$ cat config.mk
export PLATFORM = sky130hd
export DESIGN_NAME = bcrypt_pd_loader
export DESIGN_NICKNAME = d
export VERILOG_FILES = /design/src/rtl/bcrypt_pd_loader.sv
export SDC_FILE = /design/constraint.sdc
export NUM_CORES = 1
export LEC_CHECK = 0
export CAP_MARGIN = 20
export CORE_ASPECT_RATIO = 2
export CORE_MARGIN = 2
export CORE_UTILIZATION = 32
export DETAILED_ROUTE_END_ITERATION = 16
export GPL_ROUTABILITY_DRIVEN = 0
export PLACE_DENSITY = 0.8
export REMOVE_ABC_BUFFERS = 1
export SYNTH_ARGS = -nofsm -noshare
export SYNTH_HDL_FRONTEND = slang
export SYNTH_SLANG_ARGS = --single-unit
$ cat constraint.sdc
create_clock -name CLK -period 2.6 [get_ports CLK]
set_input_delay 0.52 -clock CLK [delete_from_list [all_inputs] [get_ports CLK]]
set_output_delay 0.52 -clock CLK [all_outputs]
set_load 0.005 [all_outputs]
$ cat src/rtl/bcrypt_pd_loader.sv
// Streams a 30-word bcrypt job into PD (addr 0..30, constant at 18) and hands PD to the core.
// Optional iter_count range check: define BCRYPT_LOADER_ITER_CHECK_EN.
module bcrypt_pd_loader #(
   parameter int unsigned    MSB       = 31,
   parameter int unsigned    ITER_BITS = 19,
   parameter logic [MSB:0]   CONST_64  = 32'd64
) (
   input  logic         CLK,
   input  logic         reset,
   input  logic [MSB:0] din,
   input  logic         din_valid,
   output logic         din_ready,
   output logic [4:0]   PD_addr,
   output logic [MSB:0] PD_din,
   output logic         PD_wr_en,
   output logic         PD_busy,
   output logic         data_ready,
   input  logic         core_start,
   input  logic         core_idle,
   output logic         err
);

`ifdef BCRYPT_LOADER_ITER_CHECK_EN
   localparam bit CheckEn = 1'b1;
`else
   localparam bit CheckEn = 1'b0;
`endif

   localparam logic [4:0] LastEkWord = 5'd17;
   localparam logic [4:0] IterWord   = 5'd18;
   localparam logic [4:0] ConstAddr  = 5'd18;
   localparam logic [4:0] LastWord   = 5'd29;

   typedef enum logic [1:0] {StLoad, StConst, StReady, StRun} state_e;

   state_e     state_q;
   logic [4:0] wcnt_q;
   logic       err_flag_q;
   logic       err_q;
   logic       data_ready_q;
   logic       busy_q;

   logic       accept;
   logic       iter_bad;

   // iter_count must be non-zero and fit in the core's ITER_BITS-wide setting.
   assign iter_bad = (din == '0) || ((din >> ITER_BITS) != '0);

   // Write path is combinational so a word reaches PD in the cycle it is accepted.
   always_comb begin
      din_ready = 1'b0;
      accept    = 1'b0;
      PD_wr_en  = 1'b0;
      PD_addr   = '0;
      PD_din    = '0;
      if (!reset) begin
         unique case (state_q)
            StLoad: begin
               din_ready = 1'b1;
               accept    = din_valid;
               PD_wr_en  = din_valid;
               PD_addr   = (wcnt_q > LastEkWord) ? wcnt_q + 5'd1 : wcnt_q;
               PD_din    = din;
            end
            StConst: begin
               PD_wr_en = 1'b1;
               PD_addr  = ConstAddr;
               PD_din   = CONST_64;
            end
            default: ;
         endcase
      end
   end

   always_ff @(posedge CLK) begin
      if (reset) begin
         state_q      <= StLoad;
         wcnt_q       <= '0;
         err_flag_q   <= 1'b0;
         err_q        <= 1'b0;
         data_ready_q <= 1'b0;
         busy_q       <= 1'b1;
      end else begin
         err_q <= 1'b0;
         unique case (state_q)
            StLoad: begin
               if (accept) begin
                  if (CheckEn && wcnt_q == IterWord && iter_bad) begin
                     err_flag_q <= 1'b1;
                  end
                  if (wcnt_q == LastEkWord) begin
                     state_q <= StConst;
                     wcnt_q  <= wcnt_q + 5'd1;
                  end else if (wcnt_q == LastWord) begin
                     wcnt_q <= '0;
                     if (err_flag_q) begin
                        // Rejected job: stay in LOAD and wait for the next stream.
                        err_q      <= 1'b1;
                        err_flag_q <= 1'b0;
                     end else begin
                        state_q      <= StReady;
                        data_ready_q <= 1'b1;
                        busy_q       <= 1'b0;
                     end
                  end else begin
                     wcnt_q <= wcnt_q + 5'd1;
                  end
               end
            end
            StConst: begin
               state_q <= StLoad;
               wcnt_q  <= IterWord;
            end
            StReady: begin
               if (core_start) begin
                  state_q      <= StRun;
                  data_ready_q <= 1'b0;
               end
            end
            StRun: begin
               if (core_idle) begin
                  state_q <= StLoad;
                  wcnt_q  <= '0;
                  busy_q  <= 1'b1;
               end
            end
            default: state_q <= StLoad;
         endcase
      end
   end

   assign PD_busy    = busy_q | reset;
   assign data_ready = data_ready_q & ~reset;
   assign err        = err_q & ~reset;

endmodule

Word level (Yosys, flattened, before mapping)
Index checks and enable logic that the tools add are counted.

word-level totals
  register bits after elaboration = 9
  bits of input ports = 37
  output and inout bits = 42
  logic and storage cells = 60

cells by class
  $add $sub $neg = 1
  order comparisons = 1
  eq/ne operators = 11
  multiplexer cells = 32
  bitwise operators = 3
  reduce and logical (&&, ||, !) cells = 8

operators with widths
  cell                                                  number
  one-hot mux 32 bit (2 select lines)                   1
  2-to-1 mux 32 bit                                     1
  2-to-1 mux 5 bit                                      6
  one-hot mux 5 bit (3 select lines)                    1
  2-to-1 mux 1 bit                                      13
  equality test 5 bit (second input constant)           2
  2-to-1 mux 2 bit                                      5
  != test 2 bit (second input constant)                 5
  one-hot mux 5 bit (2 select lines)                    1
  AND reduction 5 bit                                   2
  one-hot mux 2 bit (4 select lines)                    1
  one-hot mux 1 bit (2 select lines)                    3
  adder 5 x 1 -> 5 bit (second input constant)          1
  > comparator 5 bit (second input constant)            1
  equality test 2 bit (second input constant)           2
  AND reduction 4 bit                                   1
  nonzero test 2 bit                                    2
  != test 3 bit (second input constant)                 1
  AND reduction 3 bit                                   1
  nonzero test 3 bit                                    1
  equality test 2 x 1 -> 1 bit (second input constant)  1
  zero test 2 bit                                       1
  bitwise AND 1 bit                                     1
  NOT 1 bit                                             1
  OR 1 bit                                              1

Logic depth before layout (Yosys ltp)
  word-level depth = 5
  mapped depth = 6
  depth with buffers taken out = 6

Worst setup path before layout
Ideal clock, no wire load.

  path kind = input to output
  from = input reset
  to = output PD_din[22]
  arrival time = 1.516 ns
  data required time = 2.080 ns
  setup slack = 0.564 ns
  stages on the path = 5
  path buffers = 2
  path through = buf_2 -> or3_1 -> inv_2 -> clkbuf_1 -> and2_1

between the ends
  cells in the longest elaborated chain, start to end = 1

ends and longest elaborated chain
  item                line  RTL
  start: declaration  9     input logic reset,
  2-to-1 mux 32 bit   56    if (!reset) begin
  end: declaration    14    output logic [MSB:0] PD_din,

No other way between the ends.

Final worst setup path
  from = input reset
  to = output din_ready

between the ends
  cells in the longest elaborated chain, start to end = 1

ends and longest elaborated chain
  item              line  RTL
  2-to-1 mux 1 bit  56
  end: declaration  12    output logic din_ready,

No other way between the ends.

==> results.ini <==
[power]
swShare=0.2734
powerDensity_nw_per_um2=290.2
power.switching_uw=143.1
pwr-share-comb=0.394
power_uw=523.6
leakage_nw=0.8619
p_int_uw=380.5
p_seq_frac=0.292
ir_drop_mv=0.4543
clkPwrFrac=0.314

[timing]
fin_crit_sh=0.9714
setup_viol=0
hold_viol=0
clock.fmax_mhz=395.9
setup_slack_ns=0.07426
drv_slew=0
grt_setup_unrepaired=false
whs_ns=0.4499
skew_ns=0.005246
period_minus_slack_ns=2.526

[die]
pin_count=79
die-area_sq_um=3399
core_area_sq_um=2770
fp.dieW_um=42.24
rows=27
die_y_um=80.48
start_util=0.3379

[cts]
clkTransAtPathRegs_ns=0.04
cts_tree=yes
root_buffer=clkbuf_8
clk_latency_ns=0.24
cts-buffers-inserted=3
cts_max_level=1
cts.sinks=9
clockBufferDepth=2
cts_hold_buf=0

[synth]
synth_edf_count=0
ys_seq_elements=9
ys.flop_type=dfxtp_1
syn_area_per_cell_sq_um=7.037
synthCells=133
synth_area_sq_um=935.9
ys_types=44
ys_warn_count=0
synthArstFlopShare=0
yosysSeqAreaShare=0.1925

[worst_setup_path]
critPathMostFrequentCell=clkdlybuf4s50_1
cp_max_fo=5
critPathArrivalTime_ns=2.01
critPathSlowestCell=clkdlybuf4s50_1
crit_path_end_kind=primary output
required_ns=2.08
path_class=in -> out
crit_chain=clkdlybuf4s50_1, or3_4, inv_4, buf_4, clkdlybuf4s50_1
start_kind=input pin
cp_slowest_stage_delay_ns=0.49

[cells_and_area]
final_common_cell=clkdlybuf4s50_1
n_antenna_cell=0
nNetsFinal=253
areaGrowthSynthToFinish_pct=92.78
final_cell_mix=clkdlybuf4s50_1, dlygate4sd2_1, and2_1, nor2_1, buf_4
layout-drive-gt1-share=0.1174

[drt]
antenna_left=0
drt_drc_violations_left=0
wirelength_um=3711
via_per_inst=5.401
via_count=1307
drtIter0Drc=42
wire_per_inst_um=15.33
drt_pass1_iterations=4

[grt]
grt_pass1_vias=1205
track_usage=0.2274
grt_start_max_net_pins=29
grt.overflow.total=0
grt_pass1_wl_um=5947
antenna_found_initial=0

[run_status]
status=completed

[run]
maxCapViolCount=0

[placed_design]
io_buffer_count=77
dpl_worst_slack_ns=-0.2240
hpwlAfterDp_um=3097

[hold_path]
hold_class=reg -> reg

## cells by family after synthesis
group | after synthesis | share of synthesized area
simple gates | 72 | 0.4545
compound gates | 29 | 0.2073
buf+inv | 17 | 0.08554
flops | 9 | 0.1925
fa+ha+maj | 2 | 0.02673
xor+xnor | 2 | 0.01872
other cells | 1 | 0.004007
mux | 1 | 0.01070
## sequential cells by signal, indices dropped and copies added, names as in the netlist
| name | cells |
|---|---|
| busy_q | 1 |
| wcnt_q | 5 |
| data_ready_q | 1 |
| state_q | 2 |
## timing repair
item / in CTS / in global routing
setup endpoints to repair: 35 / 3
resized for setup: 37 / 3
setup buffers: 0 / 1
pin swaps: 1 / 2
## power groups by stage
stage                     logic [mW]  clock network (mW)  registers [mW]
after floorplan               0.0697                   0           0.154
after global placement         0.218                   0           0.153
after detailed placement       0.223                   0           0.154
after CTS                      0.206               0.168           0.152
after global routing           0.225               0.177           0.153
final                          0.206               0.165           0.153
## worst max-delay path: cells and delay by family
family / cells / cell delay, ns
buffers and inverters: 4 / 1.11
and+or+nand+nor: 1 / 0.37
## cell type report
type	instances	area (sq um)
Sequential cell	9	181.4
Tap cell	29	36.28
Clock buffer	4	45.04
Inverter	5	21.27
Fill cell	244	965.9
Multi-Input combinational cell	107	690.7
Timing Repair Buffer	88	829.5
## synthesized netlist by cell type (all sizes together), types with 2 or more instances
| master | count | area share |
|---|---|---|
| or3 | 3 | 0.020 |
| o21ai | 6 | 0.032 |
| buf | 5 | 0.037 |
| and2 | 31 | 0.21 |
| nand2 | 4 | 0.016 |
| a221oi | 2 | 0.019 |
| nand3 | 2 | 0.011 |
| nor2 | 13 | 0.052 |
| inv | 5 | 0.020 |
| dfxtp | 9 | 0.19 |
| nor3 | 5 | 0.027 |
| and3 | 2 | 0.013 |
| nand3b | 3 | 0.024 |
| a21oi | 8 | 0.043 |
| clkbuf | 7 | 0.028 |
| nor2b | 3 | 0.028 |
| xor2 | 2 | 0.019 |
| ha | 2 | 0.027 |
## metrics by stage
step	instance area (sq um)	cells	setup TNS (ns)	utilization
after floorplan	874.6	121	0	-
after CTS	1790	241	-0.002246	0.6463
after detailed placement	1769	237	-3.192	0.6387
after global placement	1769	237	-2.713	0.6387
after global routing	1804	242	0	0.6513
final	1804	242	0	0.6513
## routing by layer
metal	vias up	GRT usage	share of wire
met1	589	0.2168	0.31
li1	610	-	-
met3	10	0.06292	0.13
met5	-	0	0
met4	0	0.09063	0.030
met2	98	0.4385	0.52
## worst paths after layout
path | endpoint | cells past startpoint | slack [ns] | start
worst max register to register | wcnt_q[2] | 6 | 0.58 | wcnt_q[0]
worst min register to register | busy_q | 1 | 0.45 | busy_q
worst max-delay path | din_ready | 5 | 0.07 | reset
worst min-delay path | busy_q | 1 | 0.45 | busy_q
Note: power is estimated with default switching activity, not from simulation.
